==> src/rtl/dr_pkg.sv <==
// Shared definitions for the dual-rail up/down counter.
//   DR_*      : dual-rail pair codewords, encoded {t,f}
//   state_t   : handshake state of the counter
//   pair_dec_t: decoded view of one dual-rail pair
//   CMD_*     : index of each command pair in the packed command vectors
package dr_pkg;

   localparam logic [1:0] DR_NULL = 2'b00;
   localparam logic [1:0] DR_ZERO = 2'b01;
   localparam logic [1:0] DR_ONE  = 2'b10;
   localparam logic [1:0] DR_ILL  = 2'b11;

   localparam int NUM_CMD  = 3;
   localparam int CMD_CLR  = 0;
   localparam int CMD_EN   = 1;
   localparam int CMD_DOWN = 2;

   typedef enum logic [1:0] {
      S_NULL = 2'd0,
      S_DATA = 2'd1,
      S_ERR  = 2'd2
   } state_t;

   typedef struct packed {
      logic is_null;  // spacer
      logic val;      // logic value, meaningful only when neither null nor illegal
      logic ill;      // both rails high
   } pair_dec_t;

endpackage

==> src/rtl/dr_pair_decode.sv <==
// Decodes one dual-rail pair into null / value / illegal.
//   t, f : true and false rail of the pair
//   dec  : decoded pair (is_null, val, ill)
module dr_pair_decode
   import dr_pkg::*;
(
   input  logic      t,
   input  logic      f,
   output pair_dec_t dec
);

   always_comb begin
      dec.is_null = ({t, f} == DR_NULL);
      dec.val     = ({t, f} == DR_ONE);
      dec.ill     = ({t, f} == DR_ILL);
   end

endmodule

==> src/rtl/dr_updown_counter.sv <==
// Clocked dual-rail up/down counter with a four-phase return-to-zero
// handshake. One count update per handshake; result returned as dual-rail
// data plus a dual-rail terminal-count flag.
//   clk, reset            : clock, synchronous active-high reset
//   ackin                 : sender request (1 = data phase, 0 = spacer)
//   t_/f_clr,enable,down  : dual-rail commands
//   t_out, f_out          : dual-rail count (both zero in spacer)
//   t_tc, f_tc            : dual-rail terminal-count flag
//   ackout                : 1 = ready for data, 0 = data delivered
//   err                   : illegal codeword seen
module dr_updown_counter
   import dr_pkg::*;
#(
   parameter int               WIDTH    = 8,
   parameter bit               SATURATE = 1'b0,
   parameter logic [WIDTH-1:0] CLR_VAL  = '0
) (
   input  logic             clk,
   input  logic             reset,
   input  logic             ackin,
   input  logic             t_clr,
   input  logic             f_clr,
   input  logic             t_enable,
   input  logic             f_enable,
   input  logic             t_down,
   input  logic             f_down,
   output logic [WIDTH-1:0] t_out,
   output logic [WIDTH-1:0] f_out,
   output logic             t_tc,
   output logic             f_tc,
   output logic             ackout,
   output logic             err
);

   logic [NUM_CMD-1:0] t_cmd, f_cmd;
   pair_dec_t          dec [NUM_CMD];

   assign t_cmd = {t_down, t_enable, t_clr};
   assign f_cmd = {f_down, f_enable, f_clr};

   for (genvar i = 0; i < NUM_CMD; i++) begin : g_dec
      dr_pair_decode u_dec (
         .t   (t_cmd[i]),
         .f   (f_cmd[i]),
         .dec (dec[i])
      );
   end

   logic any_ill, all_null, complete;

   always_comb begin
      any_ill  = 1'b0;
      all_null = 1'b1;
      for (int i = 0; i < NUM_CMD; i++) begin
         any_ill  = any_ill | dec[i].ill;
         all_null = all_null & dec[i].is_null;
      end
      complete = ~any_ill;
      for (int i = 0; i < NUM_CMD; i++)
         complete = complete & ~dec[i].is_null;
   end

   // Next count and terminal-count; clear outranks enable.
   logic [WIDTH-1:0] cnt_q, nxt;
   logic             nxt_tc;

   always_comb begin
      nxt    = cnt_q;
      nxt_tc = 1'b0;
      if (dec[CMD_CLR].val) begin
         nxt = CLR_VAL;
      end else if (dec[CMD_EN].val) begin
         if (!dec[CMD_DOWN].val) begin
            if (&cnt_q) begin
               nxt_tc = 1'b1;
               nxt    = SATURATE ? cnt_q : '0;
            end else begin
               nxt = cnt_q + 1'b1;
            end
         end else begin
            if (~|cnt_q) begin
               nxt_tc = 1'b1;
               nxt    = SATURATE ? '0 : '1;
            end else begin
               nxt = cnt_q - 1'b1;
            end
         end
      end
   end

   // Handshake FSM: every output is computed here and registered below,
   // so nothing reaches an output port combinationally.
   state_t           state_q, state_d;
   logic [WIDTH-1:0] cnt_d, t_out_d, f_out_d;
   logic             t_tc_d, f_tc_d, ackout_d, err_d;

   always_comb begin
      state_d  = state_q;
      cnt_d    = cnt_q;
      t_out_d  = t_out;
      f_out_d  = f_out;
      t_tc_d   = t_tc;
      f_tc_d   = f_tc;
      ackout_d = ackout;
      err_d    = err;
      unique case (state_q)
         S_NULL: begin
            if (ackin && any_ill) begin
               state_d = S_ERR;
               err_d   = 1'b1;
            end else if (ackin && complete) begin
               state_d  = S_DATA;
               cnt_d    = nxt;
               t_out_d  = nxt;
               f_out_d  = ~nxt;
               t_tc_d   = nxt_tc;
               f_tc_d   = ~nxt_tc;
               ackout_d = 1'b0;
            end
         end
         S_DATA: begin
            // Outputs stay frozen; a held ackin never triggers a second count.
            if (any_ill) err_d = 1'b1;
            if (!ackin && all_null) begin
               state_d  = S_NULL;
               t_out_d  = '0;
               f_out_d  = '0;
               t_tc_d   = 1'b0;
               f_tc_d   = 1'b0;
               ackout_d = 1'b1;
               err_d    = 1'b0;
            end
         end
         S_ERR: begin
            if (!ackin && all_null) begin
               state_d = S_NULL;
               err_d   = 1'b0;
            end
         end
         default: begin
            state_d  = S_NULL;
            t_out_d  = '0;
            f_out_d  = '0;
            t_tc_d   = 1'b0;
            f_tc_d   = 1'b0;
            ackout_d = 1'b1;
            err_d    = 1'b0;
         end
      endcase
   end

   always_ff @(posedge clk) begin
      if (reset) begin
         state_q <= S_NULL;
         cnt_q   <= CLR_VAL;
         t_out   <= '0;
         f_out   <= '0;
         t_tc    <= 1'b0;
         f_tc    <= 1'b0;
         ackout  <= 1'b1;
         err     <= 1'b0;
      end else begin
         state_q <= state_d;
         cnt_q   <= cnt_d;
         t_out   <= t_out_d;
         f_out   <= f_out_d;
         t_tc    <= t_tc_d;
         f_tc    <= f_tc_d;
         ackout  <= ackout_d;
         err     <= err_d;
      end
   end

endmodule

==> config.mk <==
export PLATFORM = sky130hd
export DESIGN_NAME = dr_updown_counter
export DESIGN_NICKNAME = d
export VERILOG_FILES = /design/src/rtl/dr_pkg.sv /design/src/rtl/dr_pair_decode.sv /design/src/rtl/dr_updown_counter.sv
export SDC_FILE = /design/constraint.sdc
export NUM_CORES = 1
export LEC_CHECK = 0
export ABC_AREA = 1
export BUFFER_PORTS_ARGS = -buffer_cell sky130_fd_sc_hd__buf_2
export CORE_ASPECT_RATIO = 0.6
export CORE_MARGIN = 2
export CORE_UTILIZATION = 35
export DETAILED_ROUTE_END_ITERATION = 6
export SLEW_MARGIN = 20
export SYNTH_ARGS = -nofsm -noshare
export SYNTH_HDL_FRONTEND = slang
export SYNTH_HIERARCHICAL = 1
export SYNTH_SLANG_ARGS = --single-unit
==> constraint.sdc <==
create_clock -name clk -period 1.9 [get_ports clk]
set_input_delay 0.095 -clock clk [delete_from_list [all_inputs] [get_ports clk]]
set_output_delay 0.095 -clock clk [all_outputs]
set_load 0.05 [all_outputs]
## After elaboration in Yosys (flattened, before gate mapping)

Index checks and enable logic that the tools add are counted.

- Add/sub/neg operators: 2
- Equality and inequality tests: 16
- Mux-type cells: 36
- Bitwise gates (word level): 15
- Reductions and logical operators: 15

Operator list:

| operator | count |
|---|---|
| two-way mux 8 bit | 10 |
| one-hot mux 8 bit (3 select lines) | 2 |
| two-way mux 1 bit | 16 |
| == test 2 bit, second input constant | 7 |
| one-hot mux 1 bit (3 select lines) | 4 |
| != test 2 bit, second input constant | 5 |
| adder 8 x 1 -> 8 bit, second input constant | 1 |
| zero test 2 bit | 4 |
| inverter 8 bit | 1 |
| AND reduction 8 bit | 1 |
| OR reduction 8 bit | 1 |
| subtractor 8 x 1 -> 8 bit, second input constant | 1 |
| inverter 1 bit | 7 |
| two-way mux 2 bit | 3 |
| != test 3 bit, second input constant | 2 |
| AND reduction 3 bit | 2 |
| AND 1 bit | 5 |
| one-hot mux 2 bit (2 select lines) | 1 |
| AND reduction 4 bit | 1 |
| logical AND 1 bit | 3 |
| == test 2 x 1 -> 1 bit, second input constant | 1 |
| != test 2 x 1 -> 1 bit, second input constant | 1 |
| OR 1 bit | 2 |
| AND reduction 2 bit | 1 |
| 2 further kinds | 2 |

- Register bits after elaboration: 30
- Input bits: 9
- Output and inout bits: 20
- Word-level logic and storage cells: 92

## Depth between registers and ports, before layout

Gate-level depths: netlist of the first run.

- Word-level depth: 11
- Mapped depth: 12
- Gate-level depth less buffers: 12

## Cells and area by module

The synthesis of the first run kept the hierarchy.

Modules (own cells, without submodules):

| module | times used | cells each | area each (sq um) | seq. area each (sq um) |
|---|---|---|---|---|
| dr_updown_counter | 1 | 285 | 1,818.0 | 600.6 |
| dr_pair_decode | 3 | 5 | 21.3 | 0.0 |

## Worst setup path before layout of the first run

Ideal clock, no wire load.

- Path kind: register to register
- Start point: reg cnt_q[0]
- End point: reg t_out[1]
- Library setup time: 0.070 ns
- Data arrival time: 1.465 ns
- Data required time: 1.830 ns
- Slack: 0.364 ns
- Stages on the path, launching flop included: 9
- Buffers on the path: 0
- Period minus slack after synthesis: 1.536 ns
- Cells stage by stage: dfxtp_1 -> inv_1 -> ha_1 -> or2_2 -> nand3_1 -> o211ai_1 -> nor2_1 -> nand2_1 -> a21oi_1

- Word-level cells in the longest chain between the ends: 8
- Elaborated cells between the ends (all ways): 12
- Classes of those cells: add/sub (2); mux (8); reduce/logical (2)

Ends and longest elaborated chain:

| item | RTL line | text |
|---|---|---|
| start: declaration | dr_updown_counter.sv:64 | `logic [WIDTH-1:0] cnt_q, nxt;` |
| start signal: assignment | dr_updown_counter.sv:164 | `cnt_q <= cnt_d;` |
| adder 8 x 1 -> 8 bit (tied with other cells) | dr_updown_counter.sv:78 | `nxt = cnt_q + 1'b1;` |
| two-way mux 8 bit, on equally long branches | dr_updown_counter.sv:74, dr_updown_counter.sv:81 |  |
| two-way mux 8 bit * | dr_updown_counter.sv:73 | `if (!dec[CMD_DOWN].val) begin` |
| two-way mux 8 bit * | dr_updown_counter.sv:72 | `end else if (dec[CMD_EN].val) begin` |
| two-way mux 8 bit * | dr_updown_counter.sv:70 | `if (dec[CMD_CLR].val) begin` |
| two-way mux 8 bit * | dr_updown_counter.sv:111 | `end else if (ackin && complete) begin` |
| two-way mux 8 bit * | dr_updown_counter.sv:108 | `if (ackin && any_ill) begin` |
| one-hot mux 8 bit (3 select lines) * | dr_updown_counter.sv:106 | `unique case (state_q)` |
| end signal: assignment | dr_updown_counter.sv:165 | `t_out <= t_out_d;` |
| end: declaration | dr_updown_counter.sv:27 | `output logic [WIDTH-1:0] t_out,` |

Every way passes the cells marked *; elsewhere a longest branch is shown, timed or not. The select of a mux whose other input is x is not followed.
A chain may end at the register's enable or synchronous reset.

## Final worst setup path of the first run

Ends and elaborated chain as after synthesis.

==> results of run 1 <==
==> layer usage <==
| layer | global-route usage (%) | vias up | part of all wire [%] |
|---|---|---|---|
| met1 | 24.4 | 882 | 52 |
| met3 | 4.26 | 2 | 8.1 |
| met4 | 2.94 | 0 | 0.17 |
| met2 | 23.5 | 70 | 39 |
| met5 | 0 | - | 0 |
| li1 | - | 1018 | - |
==> stage by stage <==
| stage | instances | utilization, % | worst slack (ps) |
|---|---|---|---|
| after global routing | 393 | 42.0 | 0.380 |
| after detailed placement | 387 | 40.3 | 153 |
| final | 393 | 42.0 | 136 |
| after floorplan | 300 | - | 364 |
| after CTS | 393 | 42.0 | 129 |
| after global placement | 387 | 40.3 | 171 |
==> final cells by class <==
| cell class | instances | area share [%] |
|---|---|---|
| inverters | 34 | 5.93 |
| clock buffers | 6 | 3.84 |
| repair buffers | 33 | 8.26 |
| well taps | 66 | 3.84 |
| multi-input cells | 224 | 50.2 |
| flip-flops and latches | 30 | 27.9 |
==> power groups by stage <==
| stage | clock network [W] | registers (W) | logic, W |
|---|---|---|---|
| 2_1_floorplan | 0 | 0.000918 | 0.000507 |
| 6_report | 0.000509 | 0.000735 | 0.000835 |
| 5_1_grt | 0.000538 | 0.000745 | 0.000921 |
| 3_5_place_dp | 0 | 0.000750 | 0.000829 |
| 3_3_place_gp | 0 | 0.000748 | 0.000824 |
| 4_1_cts | 0.000513 | 0.000736 | 0.000833 |
==> flip-flops by register name (all words and copies together) (netlist names) <==
register  flops
t_out         8
err           1
ackout        1
cnt_q         8
t_tc          1
f_out         8
f_tc          1
state_q       2
==> worst min-delay path: stages <==
cell,delay [ps]
buf_2,110
nand4_1,80
a21oi_1,60
==> synth_stat cells <==
master,instances,area (um2)
nand2_1,95,357
a21oi_1,34,170
dfxtp_1,30,601
inv_1,28,105
nor2_1,27,101
nand3_1,22,110
nand4_1,11,68.8
o21ai_0,9,45.0
ha_1,6,75.1
inv_2,6,22.5
nor2_2,6,37.5
buf_2,4,20.0
buf_6,3,33.8
clkbuf_1,3,11.3
o21ai_1,3,15.0
buf_1,2,7.51
nand2_2,2,12.5
o211ai_1,2,15.0
a21oi_4,1,16.3
a31oi_1,1,6.26
nor2_8,1,20.0
nor3b_1,1,7.51
o21ai_2,1,8.76
or2_2,1,6.26
xor2_1,1,8.76
==> cells by family after synthesis <==
| group | Yosys count | share of synthesized area, % |
|---|---|---|
| fa+ha+maj | 6 | 3.99 |
| simple gates | 166 | 38.3 |
| buf+inv | 46 | 10.6 |
| compound gates | 51 | 14.7 |
| xor+xnor | 1 | 0.466 |
| flops | 30 | 31.9 |
==> how the worst min path moves through the flow <==
stage | cells past startpoint | slack (ps) | from | end
after floorplan | 2 | 270 | ackin | state_q[1]
after global placement | 3 | 420 | ackin | state_q[1]
after detailed placement | 3 | 410 | ackin | state_q[1]
after CTS | 3 | 120 | ackin | state_q[1]
after global routing | 3 | 150 | ackin | state_q[1]
final | 3 | 130 | ackin | state_q[1]
==> flow_summary.toml, run 1 <==
[status]
status = "finished, final reports clean"

[timing]
slew_viol_final = 0
fin_crit_sh_pct = 92.8
rsz0062_at_grt = "false"
fin_skew_ps = 6.19
tightest_slew_ps = 416
hold_violations = 0
max_freq_ghz = 0.567
relSlewSlack_pct = 72.3
finalSetupViolCount = 0
hold_ws_ps = 128
finalCriticalPeriod_ps = 1760
final.setup.tns_ps = 0

[layout]
syn2layout_area_growth_pct = 14.4
final_common_cell = "nand2_1"
fin_nets = 343
antenna_cells = 0
fill_cells = 530
multi_input_area_mm2 = 0.00108
postLayoutCellArea_mm2 = 0.00215
final_cell_mix = "95 x nand2_1, 34 x a21oi_1, 30 x dfxtp_1, 28 x inv_1, 28 x buf_2"
seqCellArea_um2 = 601
drive_gt1_share_pct = 17.4

[detailed_routing]
routed_wl_um = 4760
vias_per_cell = 5.02
ant_nets = 0
firstDrtPassIters = 4
vias = 1972
drtIter0Drc = 88
wl_per_cell_um = 12.1
drcViolationCount = 0

[placement]
dpl_cell_area_mm2 = 0.00207
dp_hpwl_um = 3710
gp_congestion = 0.888
port_buffers = 28

[worst_setup_path]
r2r_start = "cnt_q[0]"
r2r_slack_ps = 140
cp_cell_sequence = "inv_1 > ha_1 > or2_2 > nand3_1 > o211ai_1 > nor2_1 > nand2_1 > a21oi_1"
cp-end-kind = "register"
rr_endpoint = "t_out[1]"
crit_family = "simple AND/OR/NAND/NOR gates"
crit_cells = 8
path_class = "reg2reg"
reg2reg_depth = 8
critical-path-slowest-cell = "dfxtp_1"
critical_path_arrival_ps = 1970
max_stage_delay_ps = 370
required_ps = 2110
critPathCapture = "t_out[1]"
crit_fanout = 7
startpoint_type = "register"
cp_num_buf_inv = 1
critical_path.startpoint = "cnt_q[0]"

[logic_synthesis]
yosysSeqAreaShare_pct = 31.9
syn-num-nets = 315
synthDistinctLibCells = 25
synth.avg_cell_area_um2 = 6.27
synthCells = 300
synth_seq_cells = 30
synth-warning-count = 6
syn-cell-area_mm2 = 0.00188

[grt]
grt_pass1_vias = 1630
grt_max_degree = 22
antenna_found_initial = 0
grt_pass1_wl_um = 7660
gr-usage-all-layers_pct = 16.2
grt_overflow_total = 0

[clock_tree]
cts_resized = 0
clk_latency_ps = 280
cts_max_level = 2
cts_hold_buf = 0
cts_root_buf = "clkbuf_8"
clk_pin_slew_ps = 60
cts_sinks = 30
cts_buffer_depth = 2
post_cts_buffers = 0
cts_tree = "done"
numCtsBuffers = 5

[min_path]
hp-class = "in2reg"

[run]
maxCapViolations = 0

[power]
power.internal_w = 0.00120
p_clk_share_pct = 24.5
p_leak_nw = 0.982
powerDensity_mw_per_mm2 = 966
p_sw_w = 0.000876
power_frac_seq_pct = 35.4
total_power_w = 0.00208
ir_drop_v = 0.000658
p_sw_share_pct = 42.1
combPwrFrac_pct = 40.1

[floorplanning]
core_mm2 = 0.00513
die_y_um = 60.8
initial_core_util_pct = 36.7
pin_count = 29
die_x_um = 98.7
die-area_mm2 = 0.00600
std_cell_rows = 20
Note: power is estimated with default switching activity, not from simulation.
==> run 2: changes to the inputs <==
==> constraint.sdc (replaced) <==
create_clock -name clk -period 2 [get_ports clk]
set_input_delay 0.1 -clock clk [delete_from_list [all_inputs] [get_ports clk]]
set_output_delay 0.1 -clock clk [all_outputs]
set_load 0.05 [all_outputs]
==> flow_summary.toml, run 2 (synthesis results as in run 1) <==
[timing]
final.setup.tns_ps = 0
hold_violations = 0
rsz0062_at_grt = "false"
max_freq_ghz = 0.568
tightest_slew_ps = 387
fin_crit_sh_pct = 88.0
hold_ws_ps = 138
finalCriticalPeriod_ps = 1760
fin_skew_ps = 2.35
finalSetupViolCount = 0
relSlewSlack_pct = 74.2
slew_viol_final = 0

[placement]
dp_hpwl_um = 3800
dpl_cell_area_mm2 = 0.00206
gp_congestion = 0.884
port_buffers = 28

[layout]
antenna_cells = 0
final_common_cell = "nand2_1"
postLayoutCellArea_mm2 = 0.00214
reg_top3 = "cnt_q x8, f_out x8, t_out x8"
syn2layout_area_growth_pct = 13.8
fin_nets = 342
drive_gt1_share_pct = 17.4
final_cell_mix = "95 x nand2_1, 34 x a21oi_1, 30 x dfxtp_1, 28 x inv_1, 28 x buf_2"
fill_cells = 561

[grt]
grt_max_degree = 21
grt_pass1_wl_um = 7860
grt_overflow_total = 0
gr-usage-all-layers_pct = 16.5
grt_pass1_vias = 1605
antenna_found_initial = 0

[detailed_routing]
firstDrtPassIters = 4
vias = 1960
routed_wl_um = 4870
drtIter0Drc = 131
vias_per_cell = 4.99
ant_nets = 0
wl_per_cell_um = 12.4
drcViolationCount = 0

[run]
maxCapViolations = 0

[worst_setup_path]
crit_fanout = 7
path_class = "reg2reg"
critical_path_arrival_ps = 1970
cp_num_buf_inv = 1
required_ps = 2210
startpoint_type = "register"
cp_cell_sequence = "inv_1 > ha_1 > or2_2 > nand3_1 > o211ai_1 > nor2_1 > nand2_1 > a21oi_1"
cp-end-kind = "register"
max_stage_delay_ps = 370
critical-path-slowest-cell = "dfxtp_1"
crit_family = "simple AND/OR/NAND/NOR gates"

[clock_tree]
cts_tree = "done"
post_cts_buffers = 0
cts_root_buf = "clkbuf_8"
clk_latency_ps = 270
clk_pin_slew_ps = 60
cts_buffer_depth = 2
cts_max_level = 2
cts_resized = 0
cts_sinks = 30
numCtsBuffers = 5
cts_hold_buf = 0

[floorplanning]
pin_count = 29
die_x_um = 98.7
die-area_mm2 = 0.00600
die_y_um = 60.8
initial_core_util_pct = 36.7
std_cell_rows = 20
core_mm2 = 0.00513

[status]
status = "finished, final reports clean"

[min_path]
hp-class = "in2reg"

[power]
ir_drop_v = 0.000765
p_leak_nw = 0.977
total_power_w = 0.00193
powerDensity_mw_per_mm2 = 902
==> run 2: report_power, final <==
group | internal (W) | switching [W] | total (W)
logic | 0.000200 | 0.000575 | 0.000775
clock network | 0.000233 | 0.000226 | 0.000459
registers | 0.000663 | 0.0000349 | 0.000698
total | 0.00110 | 0.000835 | 0.00193
==> run 2: layer usage <==
layer | vias to the layer above | track usage, % | wire length (um)
met3 | 2 | 4.61 | 300
met5 | - | 0 | 0
li1 | 1025 | - | -
met2 | 58 | 22.9 | 1890
met1 | 875 | 25.7 | 2670
met4 | 0 | 1.76 | 8
==> run 2: layout make-up <==
type | instances | area, um2 | area share [%]
clock buffer | 5 | 68.8 | 3.21
clock inverter | 2 | 10.0 | 0.468
inverter | 34 | 128 | 5.96
multi-input combinational | 224 | 1080 | 50.5
sequential | 30 | 601 | 28.1
tap | 66 | 82.6 | 3.86
timing repair buffer | 32 | 170 | 7.95
==> run 2: tightest hold or removal path, stage by stage <==
cell and delay (ps):
buf_2 110, nand4_1 90, a21oi_1 60
==> run 2: per-stage QoR <==
step | util, % | setup slack (ps) | cells
floorplan | - | 464 | 300
global placement | 40.2 | 252 | 386
detailed placement | 40.2 | 272 | 386
CTS | 41.7 | 237 | 393
global route | 41.7 | 90.4 | 393
finish | 41.7 | 240 | 393
==> run 2: worst paths after layout <==
check	endpoint	cells after the start	slack (ps)	start
hold reg to reg	t_out[3]	2	460	t_out[3]
setup reg to reg	t_out[1]	8	240	cnt_q[0]
setup / recovery	t_out[1]	8	240	cnt_q[0]
hold / removal	state_q[1]	3	140	ackin
==> run 3: changes to the inputs <==
==> constraint.sdc (replaced) <==
create_clock -name clk -period 1.45 [get_ports clk]
set_input_delay 0.0725 -clock clk [delete_from_list [all_inputs] [get_ports clk]]
set_output_delay 0.0725 -clock clk [all_outputs]
set_load 0.05 [all_outputs]
==> flow_summary.toml, run 3 (synthesis results as in run 1) <==
[detailed_routing]
vias_per_cell = 4.94
firstDrtPassIters = 4
vias = 2105
wl_per_cell_um = 12.6
drcViolationCount = 0
routed_wl_um = 5380
drtIter0Drc = 74
ant_nets = 0

[clock_tree]
clk_pin_slew_ps = 70
numCtsBuffers = 5
cts_tree = "done"
cts_sinks = 30
clk_latency_ps = 280
cts_root_buf = "clkbuf_8"
cts_buffer_depth = 2
cts_max_level = 2

[layout]
drive_gt1_share_pct = 41.4
fin_util_pct = 53.6
fill_cells = 529
syn2layout_area_growth_pct = 46.0
antenna_cells = 0
multi_input_area_mm2 = 0.00137
seqCellArea_um2 = 627
reg_top3 = "cnt_q x8, f_out x8, t_out x8"
final_cell_mix = "79 x nand2_1, 30 x a21oi_1, 28 x buf_2, 28 x buf_4"
fin_nets = 374
final_common_cell = "nand2_1"

[grt]
gr-usage-all-layers_pct = 18.1
grt_max_degree = 28
antenna_found_initial = 0
grt_overflow_total = 0
grt_pass1_wl_um = 8570
grt_pass1_vias = 1831

[worst_setup_path]
r2r_slack_ps = -5
cp_cell_sequence = "inv_6 > ha_4 > or2_4 > nand3_2 > o211ai_1 > nor2_1 > nand2_1 > a21oi_2"
cp-end-kind = "register"
critical_path_arrival_ps = 1670
critical-path-slowest-cell = "dfxtp_4"
cp_num_buf_inv = 1
crit_family = "simple AND/OR/NAND/NOR gates"
path_class = "reg2reg"
required_ps = 1670
max_stage_delay_ps = 390
crit_fanout = 5
startpoint_type = "register"

[power]
total_power_w = 0.00307
p_sw_share_pct = 42.2
ir_drop_v = 0.000928
p_leak_nw = 1.25
p_clk_share_pct = 22.8
p_sw_w = 0.00130
combPwrFrac_pct = 45.8
power.internal_w = 0.00177
powerDensity_mw_per_mm2 = 1120
power_frac_seq_pct = 31.5

[timing]
hold_violations = 0
max_freq_ghz = 0.687
fin_crit_sh_pct = 100
final.setup.tns_ps = -4.73
rsz0062_at_grt = "true"
finalCriticalPeriod_ps = 1450
fin_skew_ps = 4.27
relSlewSlack_pct = 77.6
slew_viol_final = 0
finalSetupViolCount = 1
tightest_slew_ps = 336
fin_ws_ps = -4.73
hold_ws_ps = 62.1

[run]
maxCapViolations = 0

[floorplanning]
initial_core_util_pct = 36.7
die-area_mm2 = 0.00600
die_x_um = 98.7
std_cell_rows = 20
die_y_um = 60.8
core_mm2 = 0.00513
pin_count = 29

[status]
status = "complete, but fails checks"
violations = "setup timing"

[placement]
dp_hpwl_um = 3880
gp_congestion = 0.870
port_buffers = 28

[min_path]
hp-class = "in2reg"
[run 3: layout make-up]
class / count / area share (%)
timing repair buffer: 63 / 15.6
tap: 66 / 3.01
clock inverter: 1 / 0.182
clock buffer: 7 / 3.14
inverter: 34 / 5.10
sequential: 30 / 22.8
multi-input combinational: 224 / 49.9
timing repair inverter: 1 / 0.273
[run 3: final timing paths]
| path | start | to | cells past startpoint |
|---|---|---|---|
| worst max-delay path | cnt_q[0] | t_out[1] | 8 |
| worst min-delay path | reset | ackout | 3 |
| worst max register to register | cnt_q[0] | t_out[1] | 8 |
| worst min register to register | t_out[2] | t_out[2] | 2 |
[run 3: worst register-to-register path, cell delays in order, from the launching register on]
cell,delay (ps)
dfxtp_4,390
inv_6,60
ha_4,230
or2_4,220
nand3_2,50
o211ai_1,100
nor2_1,160
nand2_1,80
a21oi_2,100
[run 3: metal layers]
layer | wire [um] | GRT usage (%) | share of wire [%] | vias up
li1 | - | - | - | 1084
met5 | 0 | 0 | 0 | -
met1 | 2730 | 25.5 | 51 | 977
met2 | 2380 | 28.5 | 44 | 38
met4 | 40 | 4.11 | 0.74 | 0
met3 | 229 | 4.38 | 4.3 | 6
[run 3: metrics by stage]
| stage | cells | setup WS (ps) | area (um2) |
|---|---|---|---|
| after CTS | 422 | -9.53 | 2440 |
| after detailed placement | 414 | -90.4 | 2290 |
| after global routing | 426 | -103 | 2750 |
| after global placement | 414 | -80.8 | 2290 |
| after floorplan | 300 | 18.4 | 1900 |
| final | 426 | -4.73 | 2750 |
[run 3: power by group through the flow]
stage               Combinational (W)  Sequential (W)  Clock [W]
CTS                           0.00125        0.000961   0.000708
detailed placement            0.00117        0.000978          0
global route                  0.00154        0.000975   0.000752
global placement              0.00117        0.000975          0
finish                        0.00140        0.000965   0.000699
floorplan                    0.000666         0.00120          0
[run 3: timing repair]
| action | in CTS | in global routing |
|---|---|---|
| hold buffers | 0 | 0 |
| pin swaps | 7 | 36 |
| cloned | 0 | 1 |
| setup endpoints to repair | 26 | 30 |
| setup buffers | 0 | 3 |
| resized for setup | 23 | 82 |
